[config.mk]
export PLATFORM = sky130hd
export DESIGN_NAME = mmio_uart_tx_flat
export DESIGN_NICKNAME = d
export VERILOG_FILES = /design/src/rtl/mmio_uart_tx_pkg.sv /design/src/rtl/mmio_uart_tx_if.sv /design/src/rtl/mmio_uart_tx_sync_fifo.sv /design/src/rtl/mmio_uart_tx.sv /design/src/flat_wrapper.sv
export SDC_FILE = /design/constraint.sdc
export NUM_CORES = 1
export LEC_CHECK = 0
export ABC_CLOCK_PERIOD_IN_PS = 3450
export CORE_MARGIN = 1.5
export CORE_UTILIZATION = 52
export DETAILED_ROUTE_END_ITERATION = 10
export HOLD_SLACK_MARGIN = 0.1
export PLACE_DENSITY = 0.76
export RECOVER_POWER = 25
export SLEW_MARGIN = 20
export SYNTH_ARGS = -nofsm -noshare
export SYNTH_HDL_FRONTEND = slang
export SYNTH_SLANG_ARGS = --single-unit
[constraint.sdc]
create_clock -name clk -period 3.45 [get_ports clk]
set_clock_uncertainty 0.2 [all_clocks]
set_input_delay 0.345 -clock clk [delete_from_list [all_inputs] [get_ports clk]]
set_output_delay 0.345 -clock clk [all_outputs]
set_load 0.01 [all_outputs]
[src/rtl/mmio_uart_tx_pkg.sv]
// Shared types and constants for the memory-mapped UART transmitter.
package mmio_uart_tx_pkg;

  // Bit of the pipeline's io_cs vector that selects this core.
  localparam int unsigned UART_TX_CORE_IDX = 2;

  // Word offsets (io_addr[7:2]) of the architected registers.
  typedef enum logic [5:0] {
    REG_TXDATA   = 6'h00,
    REG_STATUS   = 6'h01,
    REG_BAUD_DIV = 6'h02,
    REG_CTRL     = 6'h03
  } uart_reg_offset_e;

  // Transmit serialiser states.
  typedef enum logic [1:0] {
    ST_IDLE  = 2'd0,
    ST_START = 2'd1,
    ST_DATA  = 2'd2,
    ST_STOP  = 2'd3
  } uart_tx_state_e;

  // STATUS register layout.
  localparam int unsigned STATUS_FULL_BIT  = 0;
  localparam int unsigned STATUS_EMPTY_BIT = 1;
  localparam int unsigned STATUS_BUSY_BIT  = 2;
  localparam int unsigned STATUS_OVF_BIT   = 3;
  localparam int unsigned STATUS_LEVEL_LSB = 8;

  // CTRL register layout.
  localparam int unsigned CTRL_ENABLE_BIT = 0;
  localparam int unsigned CTRL_IRQ_EN_BIT = 1;

  // Assemble the STATUS word from its individual fields.
  function automatic logic [31:0] pack_status(input logic       full,
                                              input logic       empty,
                                              input logic       busy,
                                              input logic       ovf,
                                              input logic [7:0] level);
    logic [31:0] word;
    word                          = 32'h0000_0000;
    word[STATUS_FULL_BIT]         = full;
    word[STATUS_EMPTY_BIT]        = empty;
    word[STATUS_BUSY_BIT]         = busy;
    word[STATUS_OVF_BIT]          = ovf;
    word[STATUS_LEVEL_LSB +: 8]   = level;
    return word;
  endfunction

endpackage

[src/rtl/mmio_uart_tx_if.sv]
// MMIO access bus between the load/store pipeline (master) and an I/O core (slave).
interface mmio_uart_tx_if;
  logic        io_cs;
  logic        io_rd_en;
  logic        io_wr_en;
  logic [7:0]  io_addr;
  logic [31:0] io_wr_data;
  logic [3:0]  io_wr_strobe;
  logic [31:0] io_rd_data;
  logic        io_rd_valid;

  modport master (
    output io_cs, io_rd_en, io_wr_en, io_addr, io_wr_data, io_wr_strobe,
    input  io_rd_data, io_rd_valid
  );

  modport slave (
    input  io_cs, io_rd_en, io_wr_en, io_addr, io_wr_data, io_wr_strobe,
    output io_rd_data, io_rd_valid
  );
endinterface

[src/rtl/mmio_uart_tx_sync_fifo.sv]
// Single-clock FIFO with wrap-bit pointers; a pop in the same cycle lets a
// push into a full FIFO succeed.
module sync_fifo #(
  parameter int unsigned WIDTH = 8,
  parameter int unsigned DEPTH = 16
) (
  input  logic                       clk,
  input  logic                       rst_n,
  input  logic                       push,
  input  logic [WIDTH-1:0]           push_data,
  input  logic                       pop,
  output logic [WIDTH-1:0]           pop_data,
  output logic                       full,
  output logic                       empty,
  output logic [$clog2(DEPTH):0]     level
);
  localparam int unsigned AW = $clog2(DEPTH);

  logic [WIDTH-1:0] mem_q [DEPTH];
  logic [AW:0]      wr_ptr_q, wr_ptr_d;
  logic [AW:0]      rd_ptr_q, rd_ptr_d;
  logic             do_push_s, do_pop_s;

  assign empty     = (wr_ptr_q == rd_ptr_q);
  assign full      = (wr_ptr_q[AW] != rd_ptr_q[AW]) &&
                     (wr_ptr_q[AW-1:0] == rd_ptr_q[AW-1:0]);
  assign level     = wr_ptr_q - rd_ptr_q;
  assign pop_data  = mem_q[rd_ptr_q[AW-1:0]];
  assign do_pop_s  = pop & ~empty;
  assign do_push_s = push & (~full | do_pop_s);

  // Advance the pointers for accepted pushes and pops.
  always_comb begin
    wr_ptr_d = wr_ptr_q;
    rd_ptr_d = rd_ptr_q;
    if (do_push_s) begin
      wr_ptr_d = wr_ptr_q + {{AW{1'b0}}, 1'b1};
    end else begin
      wr_ptr_d = wr_ptr_q;
    end
    if (do_pop_s) begin
      rd_ptr_d = rd_ptr_q + {{AW{1'b0}}, 1'b1};
    end else begin
      rd_ptr_d = rd_ptr_q;
    end
  end

  // Pointer registers.
  always_ff @(posedge clk or negedge rst_n) begin
    if (!rst_n) begin
      wr_ptr_q <= '0;
      rd_ptr_q <= '0;
    end else begin
      wr_ptr_q <= wr_ptr_d;
      rd_ptr_q <= rd_ptr_d;
    end
  end

  // Storage array; contents need no reset since the pointers gate visibility.
  always_ff @(posedge clk) begin
    if (do_push_s) begin
      mem_q[wr_ptr_q[AW-1:0]] <= push_data;
    end
  end
endmodule

[src/rtl/mmio_uart_tx.sv]
// Memory-mapped 8N1 UART transmitter: register file, TX FIFO, baud timer
// and serialiser FSM.
module mmio_uart_tx
  import mmio_uart_tx_pkg::*;
#(
  parameter int unsigned FIFO_DEPTH       = 16,
  parameter logic [15:0] DEFAULT_BAUD_DIV = 16'd867
) (
  input  logic           clk,
  input  logic           rst_n,
  mmio_uart_tx_if.slave  bus,
  output logic           uart_tx,
  output logic           tx_irq
);
  localparam int unsigned LW = $clog2(FIFO_DEPTH) + 1;

  // Bus decode.
  logic        rd_acc_s, wr_acc_s;
  logic [5:0]  reg_off_s;
  logic [31:0] rd_word_s;

  // Architected registers.
  logic [15:0] baud_div_q, baud_div_d;
  logic        ctrl_en_q, ctrl_en_d;
  logic        irq_en_q, irq_en_d;
  logic        ovf_q, ovf_d;
  logic        ovf_clr_s;
  logic [31:0] rd_data_q, rd_data_d;
  logic        rd_valid_q, rd_valid_d;
  logic        irq_q, irq_d;

  // FIFO interface.
  logic          push_s, pop_s;
  logic [7:0]    fifo_dout_s;
  logic          fifo_full_s, fifo_empty_s;
  logic [LW-1:0] fifo_level_s;

  // Serialiser.
  uart_tx_state_e state_q, state_d;
  logic [15:0]    baud_cnt_q, baud_cnt_d;
  logic [2:0]     bit_cnt_q, bit_cnt_d;
  logic [7:0]     shift_q, shift_d;
  logic           tx_q, tx_d;
  logic           bit_end_s, can_start_s, busy_s;

  assign rd_acc_s    = bus.io_cs & bus.io_rd_en;
  assign wr_acc_s    = bus.io_cs & bus.io_wr_en;
  assign reg_off_s   = bus.io_addr[7:2];
  assign busy_s      = (state_q != ST_IDLE);
  assign bit_end_s   = (baud_cnt_q == 16'd0);
  assign can_start_s = ctrl_en_q & ~fifo_empty_s;

  sync_fifo #(
    .WIDTH (8),
    .DEPTH (FIFO_DEPTH)
  ) u_tx_fifo (
    .clk       (clk),
    .rst_n     (rst_n),
    .push      (push_s),
    .push_data (bus.io_wr_data[7:0]),
    .pop       (pop_s),
    .pop_data  (fifo_dout_s),
    .full      (fifo_full_s),
    .empty     (fifo_empty_s),
    .level     (fifo_level_s)
  );

  // Register writes: TXDATA push, overflow clear, BAUD_DIV bytes, CTRL bits.
  always_comb begin
    baud_div_d = baud_div_q;
    ctrl_en_d  = ctrl_en_q;
    irq_en_d   = irq_en_q;
    ovf_clr_s  = 1'b0;
    push_s     = 1'b0;
    if (wr_acc_s) begin
      case (reg_off_s)
        REG_TXDATA: push_s = bus.io_wr_strobe[0];
        REG_STATUS: ovf_clr_s = bus.io_wr_strobe[0] & bus.io_wr_data[STATUS_OVF_BIT];
        REG_BAUD_DIV: begin
          if (bus.io_wr_strobe[0]) begin
            baud_div_d[7:0] = bus.io_wr_data[7:0];
          end else begin
            baud_div_d[7:0] = baud_div_q[7:0];
          end
          if (bus.io_wr_strobe[1]) begin
            baud_div_d[15:8] = bus.io_wr_data[15:8];
          end else begin
            baud_div_d[15:8] = baud_div_q[15:8];
          end
        end
        REG_CTRL: begin
          if (bus.io_wr_strobe[0]) begin
            ctrl_en_d = bus.io_wr_data[CTRL_ENABLE_BIT];
            irq_en_d  = bus.io_wr_data[CTRL_IRQ_EN_BIT];
          end else begin
            ctrl_en_d = ctrl_en_q;
            irq_en_d  = irq_en_q;
          end
        end
        default: push_s = 1'b0;
      endcase
    end else begin
      push_s = 1'b0;
    end
  end

  // Sticky overflow: a dropped push sets it, a write-one clears it.
  always_comb begin
    ovf_d = ovf_q;
    if (push_s && fifo_full_s && !pop_s) begin
      ovf_d = 1'b1;
    end else if (ovf_clr_s) begin
      ovf_d = 1'b0;
    end else begin
      ovf_d = ovf_q;
    end
  end

  // Read mux over pre-write state; unmapped and write-only offsets read zero.
  always_comb begin
    rd_word_s = 32'h0000_0000;
    case (reg_off_s)
      REG_STATUS:   rd_word_s = pack_status(fifo_full_s, fifo_empty_s, busy_s, ovf_q,
                                            8'(fifo_level_s));
      REG_BAUD_DIV: rd_word_s = {16'h0000, baud_div_q};
      REG_CTRL:     rd_word_s = {30'h0000_0000, irq_en_q, ctrl_en_q};
      default:      rd_word_s = 32'h0000_0000;
    endcase
  end

  // Read response: capture on an accepted read, otherwise hold the last data.
  always_comb begin
    rd_valid_d = rd_acc_s;
    if (rd_acc_s) begin
      rd_data_d = rd_word_s;
    end else begin
      rd_data_d = rd_data_q;
    end
  end

  // Interrupt level: enabled, nothing queued and the serialiser idle.
  always_comb begin
    irq_d = irq_en_q & fifo_empty_s & ~busy_s;
  end

  // Register file and bus response flops.
  always_ff @(posedge clk or negedge rst_n) begin
    if (!rst_n) begin
      baud_div_q <= DEFAULT_BAUD_DIV;
      ctrl_en_q  <= 1'b0;
      irq_en_q   <= 1'b0;
      ovf_q      <= 1'b0;
      rd_data_q  <= 32'h0000_0000;
      rd_valid_q <= 1'b0;
      irq_q      <= 1'b0;
    end else begin
      baud_div_q <= baud_div_d;
      ctrl_en_q  <= ctrl_en_d;
      irq_en_q   <= irq_en_d;
      ovf_q      <= ovf_d;
      rd_data_q  <= rd_data_d;
      rd_valid_q <= rd_valid_d;
      irq_q      <= irq_d;
    end
  end

  // Serialiser next state: the line value is computed for the coming cycle so
  // the output pin is a flop; every bit start reloads the baud counter.
  always_comb begin
    state_d    = state_q;
    baud_cnt_d = baud_cnt_q;
    bit_cnt_d  = bit_cnt_q;
    shift_d    = shift_q;
    tx_d       = tx_q;
    pop_s      = 1'b0;
    case (state_q)
      ST_IDLE: begin
        if (can_start_s) begin
          pop_s      = 1'b1;
          shift_d    = fifo_dout_s;
          state_d    = ST_START;
          tx_d       = 1'b0;
          baud_cnt_d = baud_div_q;
        end else begin
          state_d    = ST_IDLE;
          tx_d       = 1'b1;
        end
      end
      ST_START: begin
        if (bit_end_s) begin
          state_d    = ST_DATA;
          bit_cnt_d  = 3'd0;
          tx_d       = shift_q[0];
          baud_cnt_d = baud_div_q;
        end else begin
          baud_cnt_d = baud_cnt_q - 16'd1;
        end
      end
      ST_DATA: begin
        if (bit_end_s) begin
          baud_cnt_d = baud_div_q;
          if (bit_cnt_q == 3'd7) begin
            state_d = ST_STOP;
            tx_d    = 1'b1;
          end else begin
            bit_cnt_d = bit_cnt_q + 3'd1;
            shift_d   = {1'b0, shift_q[7:1]};
            tx_d      = shift_q[1];
          end
        end else begin
          baud_cnt_d = baud_cnt_q - 16'd1;
        end
      end
      ST_STOP: begin
        if (bit_end_s) begin
          if (can_start_s) begin
            pop_s      = 1'b1;
            shift_d    = fifo_dout_s;
            state_d    = ST_START;
            tx_d       = 1'b0;
            baud_cnt_d = baud_div_q;
          end else begin
            state_d    = ST_IDLE;
            tx_d       = 1'b1;
          end
        end else begin
          baud_cnt_d = baud_cnt_q - 16'd1;
        end
      end
      default: begin
        state_d = ST_IDLE;
        tx_d    = 1'b1;
      end
    endcase
  end

  // Serialiser state; reset drives the line high immediately.
  always_ff @(posedge clk or negedge rst_n) begin
    if (!rst_n) begin
      state_q    <= ST_IDLE;
      baud_cnt_q <= 16'd0;
      bit_cnt_q  <= 3'd0;
      shift_q    <= 8'h00;
      tx_q       <= 1'b1;
    end else begin
      state_q    <= state_d;
      baud_cnt_q <= baud_cnt_d;
      bit_cnt_q  <= bit_cnt_d;
      shift_q    <= shift_d;
      tx_q       <= tx_d;
    end
  end

  assign uart_tx         = tx_q;
  assign tx_irq          = irq_q;
  assign bus.io_rd_data  = rd_data_q;
  assign bus.io_rd_valid = rd_valid_q;
endmodule

[src/flat_wrapper.sv]
// flat-port wrapper written by rule: the top's interface ports become plain ports
module mmio_uart_tx_flat import mmio_uart_tx_pkg::*;
#(
  parameter int unsigned FIFO_DEPTH       = 16,
  parameter logic [15:0] DEFAULT_BAUD_DIV = 16'd867
)
  (clk, rst_n, uart_tx, tx_irq, bus_io_cs, bus_io_rd_en, bus_io_wr_en, bus_io_addr, bus_io_wr_data, bus_io_wr_strobe, bus_io_rd_data, bus_io_rd_valid);
  mmio_uart_tx_if bus_i ();
  input  logic clk;
  input  logic rst_n;
  output logic uart_tx;
  output logic tx_irq;
  input wire logic [$bits(bus_i.io_cs)-1:0] bus_io_cs;
  input wire logic [$bits(bus_i.io_rd_en)-1:0] bus_io_rd_en;
  input wire logic [$bits(bus_i.io_wr_en)-1:0] bus_io_wr_en;
  input wire logic [$bits(bus_i.io_addr)-1:0] bus_io_addr;
  input wire logic [$bits(bus_i.io_wr_data)-1:0] bus_io_wr_data;
  input wire logic [$bits(bus_i.io_wr_strobe)-1:0] bus_io_wr_strobe;
  output wire logic [$bits(bus_i.io_rd_data)-1:0] bus_io_rd_data;
  output wire logic [$bits(bus_i.io_rd_valid)-1:0] bus_io_rd_valid;
  assign bus_i.io_cs = bus_io_cs;
  assign bus_i.io_rd_en = bus_io_rd_en;
  assign bus_i.io_wr_en = bus_io_wr_en;
  assign bus_i.io_addr = bus_io_addr;
  assign bus_i.io_wr_data = bus_io_wr_data;
  assign bus_i.io_wr_strobe = bus_io_wr_strobe;
  assign bus_io_rd_data = bus_i.io_rd_data;
  assign bus_io_rd_valid = bus_i.io_rd_valid;
  mmio_uart_tx #(.FIFO_DEPTH(FIFO_DEPTH), .DEFAULT_BAUD_DIV(DEFAULT_BAUD_DIV)) u_core (.clk(clk), .rst_n(rst_n), .bus(bus_i), .uart_tx(uart_tx), .tx_irq(tx_irq));
endmodule
# Word-level counts from Yosys, hierarchy flattened
# Memories as Yosys holds them, arrays and structs flattened.
# Index checks and enable logic that the tools add are counted.
word_totals:
  reg_bits: 93
  mem_bits_rw: 128
  inputBits: 49
  out_inout_bits: 35
  memories: 1
mem_list:
  columns: ["name", "words", "word_bits", "rd", "rd_clocked_by_memory_dff", "write_ports", "line", "text"]
  rows:
  - ["u_core.u_tx_fifo.mem_q", 16, 8, 1, 0, 1, "mmio_uart_tx_sync_fifo.sv:19", "logic [WIDTH-1:0] mem_q [DEPTH];"]
classes:
  n_addsub: 5
  eq_ne: 15
  muxes: 37
  bitwise_logic: 12
  n_reduce_logical: 19
op_table:
  columns: ["operator", "n"]
  rows:
  - ["16-bit one-hot mux with 3 select lines", 2]
  - ["16-bit two-way mux", 3]
  - ["8-bit two-way mux", 4]
  - ["8-bit one-hot mux with 3 select lines", 1]
  - ["16-bit zero test", 1]
  - ["1-bit two-way mux", 16]
  - ["16-bit by 1-bit subtractor with 16-bit output, second input constant", 1]
  - ["6-bit by 2-bit equality test with 1-bit output, second input constant", 2]
  - ["3-bit AND reduction", 4]
  - ["4-bit AND reduction", 3]
  - ["5-bit by 1-bit adder with 5-bit output, second input constant", 2]
  - ["3-bit two-way mux", 3]
  - ["1-bit bitwise AND", 8]
  - ["2-bit two-way mux", 4]
  - ["2-bit by 1-bit inequality test with 1-bit output, second input constant", 4]
  - ["2-bit one-hot mux with 4 select lines", 1]
  - ["6-bit by 1-bit equality test with 1-bit output, second input constant", 1]
  - ["6-bit zero test", 1]
  - ["3-bit one-hot mux with 2 select lines", 1]
  - ["2-bit nonzero test", 3]
  - ["5-bit equality test", 1]
  - ["5-bit subtractor", 1]
  - ["2-bit equality test, second input constant", 2]
  - ["4-bit equality test", 1]
  - ["14 further kinds", 18]

# Logic depth before layout (Yosys ltp)
depth:
  depth_word: 11
  depth_mapped: 10
  ltp_nobuf: 9

# Cells and area by module
# Synthesis repeated with hierarchy kept, for this count alone.
unflattened:
  hier_cells: 685
  area_unflattened_um2: 9507.9
modules_own_cells:
  columns: ["mod", "instances", "cells_per_inst", "area_each_um2", "seq_area_each_um2"]
  rows:
  - ["sync_fifo", 1, 296, 5714.2, 4093.9]
  - ["mmio_uart_tx", 1, 389, 3793.6, 1685.4]

# Least setup slack after synthesis
# Ideal clock, no wire load.
synth_timing:
  path_type: "reg2reg"
  from: "register u_core.u_tx_fifo.rd_ptr_q[2]"
  to: "memory u_core.u_tx_fifo.mem_q[3][0], enable pin"
  setup_ns: 0.383
  t_arrival_ns: 2.847
  t_required_ns: 2.867
  setup_slack_ns: 0.020
  path_stages_with_launch: 11
  n_path_buf: 2
  synth_period_minus_slack_ns: 3.430
  path_cell_list: "dfrtp_1 > clkbuf_1 > clkinv_1 > ha_1 > nand4_1 > o21ai_0 > o21ba_2 > a211oi_2 > buf_4 > nand2_1 > nor3_1"
synth_between:
  elab_chain_cells: 11
  word_cells_on_any_way: 14
  cone_classes: "eq/ne: 2; mux: 5; bitwise: 6; reduce/logical: 1"
synth_lines:
  columns: ["item", "line", "text"]
  rows:
  - ["from (decl)", "mmio_uart_tx_sync_fifo.sv:21", "logic [AW:0] rd_ptr_q, rd_ptr_d;"]
  - ["from (signal assigned)", "mmio_uart_tx_sync_fifo.sv:55", "rd_ptr_q <= rd_ptr_d;"]
  - ["5-bit equality test", "mmio_uart_tx_sync_fifo.sv:24", "assign empty = (wr_ptr_q == rd_ptr_q);"]
  - ["1-bit inverter", "mmio_uart_tx_sync_fifo.sv:29, mmio_uart_tx.sv:51", null]
  - ["1-bit bitwise AND", "mmio_uart_tx.sv:51", "assign can_start_s = ctrl_en_q & ~fifo_empty_s;"]
  - ["1-bit two-way mux", "mmio_uart_tx.sv:178, mmio_uart_tx.sv:216", null]
  - ["1-bit two-way mux", "mmio_uart_tx.sv:215", "if (bit_end_s) begin"]
  - ["1-bit one-hot mux with 2 select lines", "mmio_uart_tx.sv:176", "case (state_q)"]
  - ["1-bit bitwise AND", "mmio_uart_tx_sync_fifo.sv:29", "assign do_pop_s = pop & ~empty;"]
  - ["1-bit OR (*)", "mmio_uart_tx_sync_fifo.sv:30", "assign do_push_s = push & (~full | do_pop_s);"]
  - ["1-bit bitwise AND (*)", "mmio_uart_tx_sync_fifo.sv:30", null]
  - ["1-bit two-way mux (*)", "mmio_uart_tx_sync_fifo.sv:61", "if (do_push_s) begin"]
  - ["1-bit two-way mux (not written as such) (*)", "mmio_uart_tx_sync_fifo.sv:62", "mem_q[wr_ptr_q[AW-1:0]] <= push_data;"]
  - ["to (decl)", "mmio_uart_tx_sync_fifo.sv:19", null]
# Mark *: on every way between the ends. The rest lies on a longest branch, timed or not.

# Final worst setup path
layout_timing:
  from: "register u_core.u_tx_fifo.rd_ptr_q[2]"
  to: "memory u_core.u_tx_fifo.mem_q[3][2], enable pin"
# The elaborated chain is that of the path after synthesis.

==> run metrics <==
min cycle time layout 3180 ps; Fmax achieved about 0.31 GHz; first-pass detailed-route iteration total 5; drt first-iter violations about 510; Internal ~5.1 mW; WP data required ~3500 ps; post-synthesis sequential area ratio a little over three fifths; status finished, violations left; critical path endpoint category register; mapped cell area about 0.0092 sq mm; Pwr per Cell Area 697 mW/mm^2; fraction of layout cells with a size suffix above 1 17.5%; initial antenna violation count 0; crit-path max FO 20; cts repair resizes 0; Top Ports 84; Clock power frac 31.8%; Hold Crit Class input port to register; Avg Cell Area, Syn 14.3 sq um; setup repair after global routing missed its margin no; Final period util ~90%; total grt overflow 0; sw frac a little under a third; violated checks max-capacitance violations, max-slew violations; DRC errors left 0; CP arrival 3190 ps; Setup TNS Final 0 ps; clk_lat worst skew roughly 520 ps; Hold Vio Cnt, Final 0; Routed Antenna Nets 0; post-DR wirelength/cell 21.1 um; FF+latch count, synth ~210; fillers approximately 1300; CTS clk-pin slew, worst paths roughly 60 ps; Gate power share approximately 28%; commonest cells after routing, fill and taps aside edfxtp_1, dfrtp_1, nand2_1; port bufs 47; Reg power frac between 30% and 40%; Top FF cell, synth edfxtp_1; Cell Rows 48; Vias/cell approximately 5.9; Sink Count between 200 and 250; Synth cell types 59; commonest non-fill, non-tap cell in the layout edfxtp_1; Clk Tree Root Cell clkbuf_16; relative slew slack -29.8%; Worst Tran Pin Value between 1500 and 2000 ps; antenna cells 0; area added between synthesis and finish 15.2%; post-route cell area roughly 0.011 sq mm; ys async rst share 37.6%; clock tree buffer depth 3; die area about 0.018 sq mm; top cell type's share of synthesized area about two fifths; initial core utilization a little over half; fin nets between 700 and 800; max-slew violations slightly below 80; Synth area leaders edfxtp_1, dfrtp_1, mux4_2; Reg area 0.00578 sq mm; Post-synth EDFFs 128; Yosys warning total 0; Multi-input gate area approximately 0.0032 sq mm; GRT Total Usage 22.3%; CTS tree yes; Chip Height about 140 um; area leader, netlist edfxtp_1; Setup CP Type register to register; max_cap viols 1; largest net degree at the start of global routing 78; Detailed Place HPWL 13.4 mm; sw power ~2.3 mW; Peak VDD IR 0.504 mV; WHS ~260 ps; via count ~5600; H-Tree Depth 1; final setup fails 0; Num CTS Buffers 22; Cell Area, Placed 0.00984 sq mm; core area between 0.015 and 0.02 sq mm; number of global-route vias before repair between 5000 and 6000; Worst setup SP type register; Post-Synthesis Cells around 640; drt total wl a little under 20 mm; first-pass GRT wire length around 31 mm; Pleak 4.00 nW; GPL Wtd Cong slightly above 0.8; Die W roughly 140 um
cell usage after synthesis, drive strengths merged (8+ instances only):
master,n
edfxtp,128
dfrtp,70
nand2,46
o21ai,33
buf,30
mux2,26
mux4,26
mux2i,23
nor2,23
a21oi,19
and3,17
ha,17
clkbuf,16
nor3,14
a22oi,13
o22ai,13
inv,11
xnor2,11
nor2b,10
a31oi,8
final cells by class:
cell class                 count  area share [%]
tap                          225            2.66
timing repair buffer          62            5.49
clock buffer                  25            5.51
inverter                      12           0.426
multi-input combinational    396            29.8
clock inverter                15            1.47
sequential                   205            54.6
worst paths after layout:
kind,startpoint,slack (ps),endpoint,depth (start not counted)
max in group asynchronous,rst_n,1080,u_core.u_tx_fifo.rd_ptr_q[0]$_DFFE_PN0P_,2
max,u_core.u_tx_fifo.rd_ptr_q[2]$_DFFE_PN0P_,270,u_core.u_tx_fifo.mem_q[3][2]$_DFFE_PP_,10
min in group asynchronous,rst_n,700,u_core.bus.io_rd_data[10]$_DFFE_PN0P_,2
max reg2reg,u_core.u_tx_fifo.rd_ptr_q[2]$_DFFE_PN0P_,270,u_core.u_tx_fifo.mem_q[3][2]$_DFFE_PP_,10
min,bus_io_wr_data[9],260,u_core.baud_div_q[9]$_DFFE_PN1P_,2
min reg2reg,u_core.bus.io_rd_data[10]$_DFFE_PN0P_,280,u_core.bus.io_rd_data[10]$_DFFE_PN0P_,2
cell families (layout without fill, tap and decap cells):
| group | count (synthesis) | in the layout | share of synthesized area, % |
|---|---|---|---|
| DFF | 205 | 205 | 62.9 |
| and+or+nand+nor | 154 | 154 | 9.00 |
| AOI/OAI and AO/OA | 115 | 115 | 8.40 |
| muxes | 75 | 75 | 12.1 |
| buffers and inverters | 58 | 114 | 3.34 |
| adders and majority gates | 18 | 18 | 2.53 |
| xor gates and xnor gates | 18 | 18 | 1.72 |
| other | 1 | 16 | 0.0408 |
routing by layer:
layer	vias to the layer above	share of wire, %	global-route usage (%)
li1	2551	-	-
met1	2849	42	29.9
met2	151	50	37.8
met3	40	4.5	3.09
met4	0	2.9	7.33
met5	-	0	0
worst max-delay path, stage by stage, from the launching register on:
cell,delay [ps]
dfrtp_1,360
clkinv_1,220
ha_1,420
nand4_1,180
nand2b_1,190
o21ba_2,180
a211oi_2,260
buf_4,280
nand2_1,140
nor3_1,200
buf_4,230
repair_timing:
| item | in CTS | in global routing |
|---|---|---|
| hold buffers | 1 | 0 |
| endpoints found under the setup margin | 0 | 0 |
| hold endpoints to repair | 70 | 0 |
| buffers inserted | 0 | 0 |
power by group through the flow:
stage	registers [mW]	logic (mW)	clock network [mW]
final	2.93	2.10	2.34
after global routing	2.95	2.31	2.46
after CTS	2.93	2.11	2.38
after detailed placement	2.97	2.10	0
after global placement	2.96	2.03	0
after floorplan	2.93	1.61	0
metrics by stage:
stage	setup slack, ps	util [%]	cells	power (mW)
6_report	271	61.2	940	7.38
5_1_grt	116	61.2	940	7.72
4_1_cts	291	61.2	940	7.42
3_5_place_dp	227	56.9	899	5.07
3_3_place_gp	358	56.9	899	4.99
2_1_floorplan	19.9	-	659	4.54
sequential cells by signal, summed over array words and instances (netlist names):
signal                     cells
u_core.u_tx_fifo.wr_ptr_q      5
u_core.state_q                 2
u_core.irq_en_q                1
u_core.tx_irq                  1
u_core.shift_q                 8
u_core.bit_cnt_q               3
u_core.u_tx_fifo.rd_ptr_q      5
u_core.uart_tx                 1
u_core.baud_cnt_q             16
u_core.baud_div_q             16
u_core.bus.io_rd_data         16
u_core.bus.io_rd_valid         1
u_core.u_tx_fifo.mem_q       128
u_core.ctrl_en_q               1
u_core.ovf_q                   1
No activity file was read; power rests on OpenSTA's default activity.
